`src/rtl/ip_param_sched.sv`:
```
// rtl/ip_param_sched.sv - FC-layer parameter fetch/release scheduler; optional macro IP_SCHED_PREFETCH_EN
module ip_param_sched #(
  parameter logic [8:0] WL = 9'd288,
  parameter int         AW = 30,
  parameter int         NW = 12
) (
  input  logic          clk_i,
  input  logic          rstn_i,
  input  logic          ip_start_i,
  input  logic [NW-1:0] ip_neuron_num_i,
  input  logic [AW-1:0] ip_param_base_i,
  output logic          ddr_rd_req_o,
  output logic [AW-1:0] ddr_rd_addr_o,
  output logic [8:0]    ddr_rd_len_o,
  input  logic          ddr_rd_ack_i,
  input  logic          ddr_data_valid_i,
  output logic          wr_buf_en_o,
  output logic [8:0]    wr_buf_addr_o,
  output logic          wr_buf_done_o,
  input  logic          wr_buf_sel_i,
  input  logic [1:0]    param_buf_full_i,
  input  logic          dp_ready_i,
  output logic          rd_buf_en_o,
  input  logic          rd_buf_done_i,
  output logic          ip_oneuron_start_o,
  output logic          ip_oneuron_done_o,
  output logic          ip_done_o,
  output logic          busy_o
);

  typedef enum logic [2:0] {W_IDLE, W_WAIT, W_REQ, W_DATA, W_DONE} w_state_e;
  typedef enum logic [2:0] {R_IDLE, R_WAIT, R_START, R_READ, R_DONE} r_state_e;

  w_state_e      w_state_q, w_state_d;
  r_state_e      r_state_q, r_state_d;
  logic          busy_q, busy_d;
  logic [NW-1:0] num_q, num_d;
  logic [NW-1:0] fetch_idx_q, fetch_idx_d;
  logic [NW-1:0] done_idx_q, done_idx_d;
  logic [AW-1:0] next_addr_q, next_addr_d;
  logic [8:0]    waddr_q, waddr_d;
  logic          rd_sel_q, rd_sel_d;

  logic          start_acc;
  logic          layer_done;
  logic          fetch_ok;
  logic [NW-1:0] done_idx_inc;

  assign start_acc    = ip_start_i & ~busy_q;
  assign done_idx_inc = done_idx_q + NW'(1);
  assign layer_done   = (r_state_q == R_DONE) && (done_idx_inc == num_q);

`ifdef IP_SCHED_PREFETCH_EN
  // Fetch whenever the targeted buffer is free: up to two neurons in flight.
  assign fetch_ok = ~param_buf_full_i[wr_buf_sel_i] && (fetch_idx_q < num_q);
`else
  // Fetch only once every fetched neuron has been consumed: one neuron in flight.
  assign fetch_ok = ~param_buf_full_i[wr_buf_sel_i] && (fetch_idx_q < num_q)
                    && (fetch_idx_q == done_idx_q);
`endif

  // Write side: request a burst per neuron and fill the buffer top-down (bias lands at WL).
  always_comb begin
    w_state_d   = w_state_q;
    fetch_idx_d = fetch_idx_q;
    next_addr_d = next_addr_q;
    waddr_d     = waddr_q;
    case (w_state_q)
      W_IDLE: begin
        if (start_acc) begin
          w_state_d   = W_WAIT;
          fetch_idx_d = '0;
          next_addr_d = ip_param_base_i;
        end
      end
      W_WAIT: if (fetch_ok) w_state_d = W_REQ;
      W_REQ:  if (ddr_rd_ack_i) w_state_d = W_DATA;
      W_DATA: begin
        if (ddr_data_valid_i) begin
          if (waddr_q == 9'd0) w_state_d = W_DONE;
          else                 waddr_d   = waddr_q - 9'd1;
        end
      end
      W_DONE: begin
        waddr_d     = WL;
        fetch_idx_d = fetch_idx_q + NW'(1);
        next_addr_d = next_addr_q + AW'(WL) + AW'(1);
        w_state_d   = (fetch_idx_d == num_q) ? W_IDLE : W_WAIT;
      end
      default: w_state_d = W_IDLE;
    endcase
    if (layer_done) w_state_d = W_IDLE;
  end

  // Read side: release each filled buffer to the datapath and track layer completion.
  always_comb begin
    r_state_d  = r_state_q;
    busy_d     = busy_q;
    num_d      = num_q;
    done_idx_d = done_idx_q;
    rd_sel_d   = rd_sel_q;
    if (start_acc) begin
      busy_d     = 1'b1;
      num_d      = ip_neuron_num_i;
      done_idx_d = '0;
      rd_sel_d   = 1'b0;
    end
    case (r_state_q)
      R_IDLE:  if (start_acc) r_state_d = R_WAIT;
      R_WAIT:  if (param_buf_full_i[rd_sel_q] && dp_ready_i) r_state_d = R_START;
      R_START: r_state_d = R_READ;
      R_READ:  if (rd_buf_done_i) r_state_d = R_DONE;
      R_DONE: begin
        rd_sel_d   = ~rd_sel_q;
        done_idx_d = done_idx_inc;
        if (layer_done) begin
          r_state_d = R_IDLE;
          busy_d    = 1'b0;
        end else begin
          r_state_d = R_WAIT;
        end
      end
      default: r_state_d = R_IDLE;
    endcase
  end

  // State and counter registers.
  always_ff @(posedge clk_i or negedge rstn_i) begin
    if (!rstn_i) begin
      w_state_q   <= W_IDLE;
      r_state_q   <= R_IDLE;
      busy_q      <= 1'b0;
      num_q       <= '0;
      fetch_idx_q <= '0;
      done_idx_q  <= '0;
      next_addr_q <= '0;
      waddr_q     <= WL;
      rd_sel_q    <= 1'b0;
    end else begin
      w_state_q   <= w_state_d;
      r_state_q   <= r_state_d;
      busy_q      <= busy_d;
      num_q       <= num_d;
      fetch_idx_q <= fetch_idx_d;
      done_idx_q  <= done_idx_d;
      next_addr_q <= next_addr_d;
      waddr_q     <= waddr_d;
      rd_sel_q    <= rd_sel_d;
    end
  end

  assign ddr_rd_req_o       = (w_state_q == W_REQ);
  assign ddr_rd_addr_o      = ddr_rd_req_o ? next_addr_q : '0;
  assign ddr_rd_len_o       = ddr_rd_req_o ? (WL + 9'd1) : 9'd0;
  assign wr_buf_en_o        = (w_state_q == W_DATA) & ddr_data_valid_i;
  assign wr_buf_addr_o      = waddr_q;
  assign wr_buf_done_o      = (w_state_q == W_DONE);
  assign rd_buf_en_o        = (r_state_q == R_READ);
  assign ip_oneuron_start_o = (r_state_q == R_START);
  assign ip_oneuron_done_o  = (r_state_q == R_DONE);
  assign ip_done_o          = layer_done;
  assign busy_o             = busy_q;

endmodule

```
`config.mk`:
```
export PLATFORM = sky130hd
export DESIGN_NAME = ip_param_sched
export DESIGN_NICKNAME = d
export VERILOG_FILES = /design/src/rtl/ip_param_sched.sv
export SDC_FILE = /design/constraint.sdc
export NUM_CORES = 1
export LEC_CHECK = 0
export BUFFER_PORTS_ARGS = -buffer_cell sky130_fd_sc_hd__buf_4
export CORE_ASPECT_RATIO = 1.5
export CORE_MARGIN = 3
export CORE_UTILIZATION = 57
export DETAILED_ROUTE_END_ITERATION = 12
export GPL_ROUTABILITY_DRIVEN = 1
export PLACE_DENSITY = 0.82
export SYNTH_ARGS = -nofsm -noshare
export SYNTH_HDL_FRONTEND = slang
export SYNTH_SLANG_ARGS = --single-unit
```
`constraint.sdc`:
```
create_clock -name clk_i -period 3 [get_ports clk_i]
set_input_delay 0.15 -clock clk_i [delete_from_list [all_inputs] [get_ports clk_i]]
set_output_delay 0.15 -clock clk_i [all_outputs]
set_load 0.05 [all_outputs]
```
== Word level (Yosys, flattened, before mapping) ==
Cells that the tools add are included.
Cells by class
  add/subtract/negate cells: 5
  order comparisons: 3
  eq/ne operators: 22
  multiplexer cells: 31
  bitwise logic cells: 5
  reductions and logical operators: 14
Operator list (number)
  two-way mux 30 bit: 2
  one-hot mux 30 bit (2 select lines): 1
  equality test 12 bit: 3
  adder 30 x 1 -> 30 bit (second input constant): 1
  adder 30 x 9 -> 30 bit (second input constant): 1
  one-hot mux 3 bit (5 select lines): 2
  two-way mux 9 bit: 3
  adder 12 x 1 -> 12 bit (second input constant): 2
  two-way mux 12 bit: 2
  two-way mux 3 bit: 8
  one-hot mux 12 bit (2 select lines): 1
  one-hot mux 9 bit (2 select lines): 1
  equality test 3 x 2 -> 1 bit (second input constant): 4
  less-than comparator 12 bit: 1
  inequality test 3 bit (second input constant): 4
  two-way mux 1 bit: 11
  inequality test 2 bit (second input constant): 5
  zero test 9 bit: 1
  subtractor 9 x 1 -> 9 bit (second input constant): 1
  equality test 3 x 1 -> 1 bit (second input constant): 2
  equality test 3 bit (second input constant): 2
  zero test 3 bit: 2
  AND reduction 3 bit: 2
  nonzero test 2 bit: 3
  other kinds (8): 15
Word-level totals
  register bits after elaboration: 83

== Depth between registers and ports, before layout ==
  word-level depth: 8
  gate-level depth with buffers: 10

== Worst setup path before layout ==
No wires, ideal clock.
  path kind: register to register
  from: register done_idx_q[0]
  to: register w_state_q[0]
  setup time: 0.124 ns
  arrival: 2.787 ns
  required time: 2.876 ns
  slack: 0.089 ns
  cell stages (with the launch flop): 9
  path buffers: 0
  cells stage by stage: dfrtp_1 > ha_1 > nand2_1 > or3_1 > xnor2_1 > nand4bb_1 > nor4_2 > nor2_1 > o31a_1
On the way
  word-level cells in the longest chain between the ends: 5
  elaborated cells between the ends (all ways): 12
  classes of those cells: add/sub: 1; eq/ne: 7; mux: 1; reduce/logical: 3
Ends and longest elaborated chain
  start, declared: RTL line 39  | logic [NW-1:0] done_idx_q, done_idx_d;
  start signal, assigned: RTL line 145  | done_idx_q <= done_idx_d;
  adder 12 x 1 -> 12 bit *: RTL line 50  | assign done_idx_inc = done_idx_q + NW'(1);
  equality test 12 bit *: RTL line 51  | assign layer_done = (r_state_q == R_DONE) && (done_idx_inc == num_q);
  logical AND 1 bit *: RTL line 51
  named net ip_done_o: RTL line 27  | output logic ip_done_o,
  inequality test 3 bit (no source line) / inequality test 3 x 1 -> 1 bit (equally long branches)
  AND reduction 5 bit (no source line)
  end signal, assigned: RTL line 140  | w_state_q <= w_state_d;
  end, declared: RTL line 34  | w_state_e w_state_q, w_state_d;
The timed path passes the listed nets; every way through them passes the cells marked *.
A chain may end at the register's enable or synchronous reset.

== Worst setup path after layout ==
  from: register done_idx_q[1]
  to: output port ip_done_o
On the way
  word-level cells in the longest chain between the ends: 3
Ends and longest elaborated chain (RTL line)
  adder 12 x 1 -> 12 bit: 50
  equality test 12 bit: 51
  logical AND 1 bit: 51
  end, declared: 27
Every way passes these cells.

==> flow_summary.json <==
{
  "status": "finished, final reports clean",
  "wl_met3_um": 920,
  "slew_viol_final": 0,
  "finalCritPeriodShare": 0.9637,
  "cts_buffers": 9,
  "clkTransAtPathRegs_ns": 0.06,
  "rr_worst_depth": 8,
  "die_area_um2": 11230,
  "cts_max_path_buffers": 2,
  "finalWirelength_mm": 15.45,
  "die_h_um": 128.3,
  "place_ws_ns": 0.3356,
  "ioPinCount": 108,
  "relSlewSlack": 0.4993,
  "wl_per_cell_um": 17.34,
  "drt_pass1_iterations": 5,
  "num_vias": 5511,
  "hold_viol": 0,
  "crit_arrival_ns": 2.74,
  "worst_slew_pin_slew_ns": 0.7483,
  "syn_area_per_cell_um2": 8.240,
  "cts_tree": "yes",
  "netlist_top_cells_count": "o21ai_0, dfrtp_1, nand2_1",
  "ir_drop_v": 0.0004270,
  "syn_area_um2": 5685,
  "globalplace.congestion": 0.8943,
  "hold_class": "in2reg",
  "ant_nets": 0,
  "cts.sinks": 83,
  "ys_ff_latch": 83,
  "synth_cell_type_count": 72,
  "syn_inst": 690,
  "synth_most_common_cell": "o21ai_0",
  "timing.rr.start": "done_idx_q[1]",
  "h-tree-depth": 3,
  "cts-root-buf": "clkbuf_16",
  "ff2ff_setup_slack_ns": 0.50,
  "grt_antenna_before_repair": 0,
  "synth_warnings": 0,
  "netlist_top_cells_area": "dfrtp_1, o21ai_0, xnor2_1, nand2_1, a21oi_1",
  "synth_edf_count": 0,
  "rsz0062_at_grt": "false",
  "r2r_end": "w_state_q[2]",
  "floorplan.initialDensity": 0.5868,
  "crit_type": "reg2out",
  "maxUsedRoutingLayer": "met4",
  "powerDensity_nw_per_um2": 576.3,
  "io_buffer_count": 101,
  "core_um2": 9689,
  "seq_area_um2": 2081,
  "start_kind": "flop",
  "num-fill-cells": 752,
  "holdPathStages": 3,
  "fmax_mhz": 345.9,
  "wl_met2_mm": 7.747,
  "holdWs_ns": 0.01339,
  "cp_max_fo": 7,
  "finalNetCount": 839,
  "cap_violations": 0,
  "dp_hpwl_mm": 10.83,
  "cp_data_required_time_ns": 2.85,
  "hold_start": "ip_neuron_num_i[6]",
  "track_usage": 0.2839,
  "leakage_uw": 0.003104,
  "worstHoldEndpoint": "num_q[6]",
  "final.setup.tns_ns": 0,
  "die_x_um": 87.55,
  "grt_pass1_wl_mm": 25.54,
  "yosysTopAreaCellShare": 0.3565,
  "diodes": 0,
  "synth.largest_area_cell": "dfrtp_1",
  "synthArstFlopShare": 1.000,
  "synth-seq-area-share": 0.3658,
  "area_delta_synth_final_pct": 20.91,
  "fin_crit_ns": 2.891,
  "clock_skew_ns": 0.007337,
  "critPathCaptureType": "output pin",
  "wl_met1_mm": 6.017,
  "multi_input_area_um2": 3287,
  "drive_above_1_share": 0.1997,
  "grt_overflow": 0,
  "clk_latency_ns": 0.34,
  "drt_iter0_markers": 387,
  "synthFlopType": "dfrtp_1",
  "rows": 44,
  "via_per_inst": 6.185,
  "setup_viol": 0,
  "grt_pass1_vias": 5546,
  "setup_slack_ns": 0.1090,
  "drc": 0,
  "grt_start_max_net_pins": 45
}
-- sequential cells by signal, summed over array words and instances (netlist names) --
name	flops
rd_sel_q	1
num_q	12
wr_buf_addr_o	9
r_state_q	3
fetch_idx_q	12
w_state_q	3
next_addr_q	30
busy_o	1
done_idx_q	12
-- cells by family after synthesis --
kind of cell,share of synthesized area
AO/OA/AOI/OAI,0.2082
XOR/XNOR,0.07857
adder cells (fa/ha/maj),0.03521
buffers and inverters,0.06404
flip-flops,0.3658
multiplexers,0.005282
other,0.0006596
AND/OR/NAND/NOR,0.2423
-- layout make-up --
cell class | count | area share
well taps | 115 | 0.02093
multi-input cells | 535 | 0.4782
inverters | 26 | 0.01420
clock inverters | 7 | 0.02384
repair buffers | 116 | 0.1274
clock buffers | 9 | 0.03276
flip-flops and latches | 83 | 0.3027
-- repair_timing --
item / CTS / global route
pin swaps: 0 / 1
hold buffers: 2 / 0
setup endpoints to repair: 1 / 1
buffers inserted: 0 / 2
hold endpoints to repair: 42 / 0
resized for setup: 1 / 2
-- critical path, stage by stage, from the launching register on --
cell and delay (ns):
dfrtp_1 0.44, ha_2 0.28, nand2_1 0.12, or3_1 0.38, xnor2_1 0.15, nand4bb_1 0.28, nor4_4 0.47, buf_4 0.28
-- power breakdown --
group,internal (uW),leakage (uW),switching (uW)
Sequential,1280,0.00101,310
Combinational,427,0.00190,502
Clock,982,0.000190,460
-- how the worst max path moves through the flow --
stage,startpoint,to
3_3_place_gp,done_idx_q[0],ip_done_o
2_1_floorplan,done_idx_q[0],w_state_q[0]
3_5_place_dp,done_idx_q[0],ip_done_o
5_1_grt,done_idx_q[1],ip_done_o
4_1_cts,done_idx_q[0],ip_done_o
6_report,done_idx_q[1],ip_done_o
-- per-layer routing --
metal / track usage / vias to the layer above
met3: 0.05209 / 60
met2: 0.4694 / 245
li1: - / 2582
met1: 0.3339 / 2624
met5: 0 / -
met4: 0.1789 / 0
-- per-stage QoR --
stage | cell area, um2 | std cells | utilization | total power (uW)
global route | 6874 | 891 | 0.7095 | 4155
finish | 6874 | 891 | 0.7095 | 3961
floorplan | 5704 | 695 | - | 2233
CTS | 6855 | 889 | 0.7075 | 3964
detailed placement | 6437 | 871 | 0.6644 | 2496
global placement | 6437 | 871 | 0.6644 | 2450
-- cells in the final DEF, fill, tap and decap left out, types with 3 or more instances in the layout --
cell	instances
a211oi_1	3
bufinv_16	5
nor4_1	7
o21ai_0	84
nor2_1	61
a2bb2oi_1	4
nand2b_1	3
inv_1	25
conb_1	6
or3_1	3
o22a_1	3
nand4_1	5
a21oi_1	49
ha_1	15
buf_4	114
and3_1	11
o41ai_1	4
o22ai_1	11
clkbuf_16	9
and4_1	5
and2_1	31
mux2i_1	3
nor3_1	13
a32oi_1	3
a31oi_1	6
nand3_1	30
xnor2_1	31
a41o_1	3
dfrtp_1	80
xor2_1	20
o31ai_1	7
a22oi_1	3
nand2_1	67
Note: power is estimated with default switching activity, not from simulation.
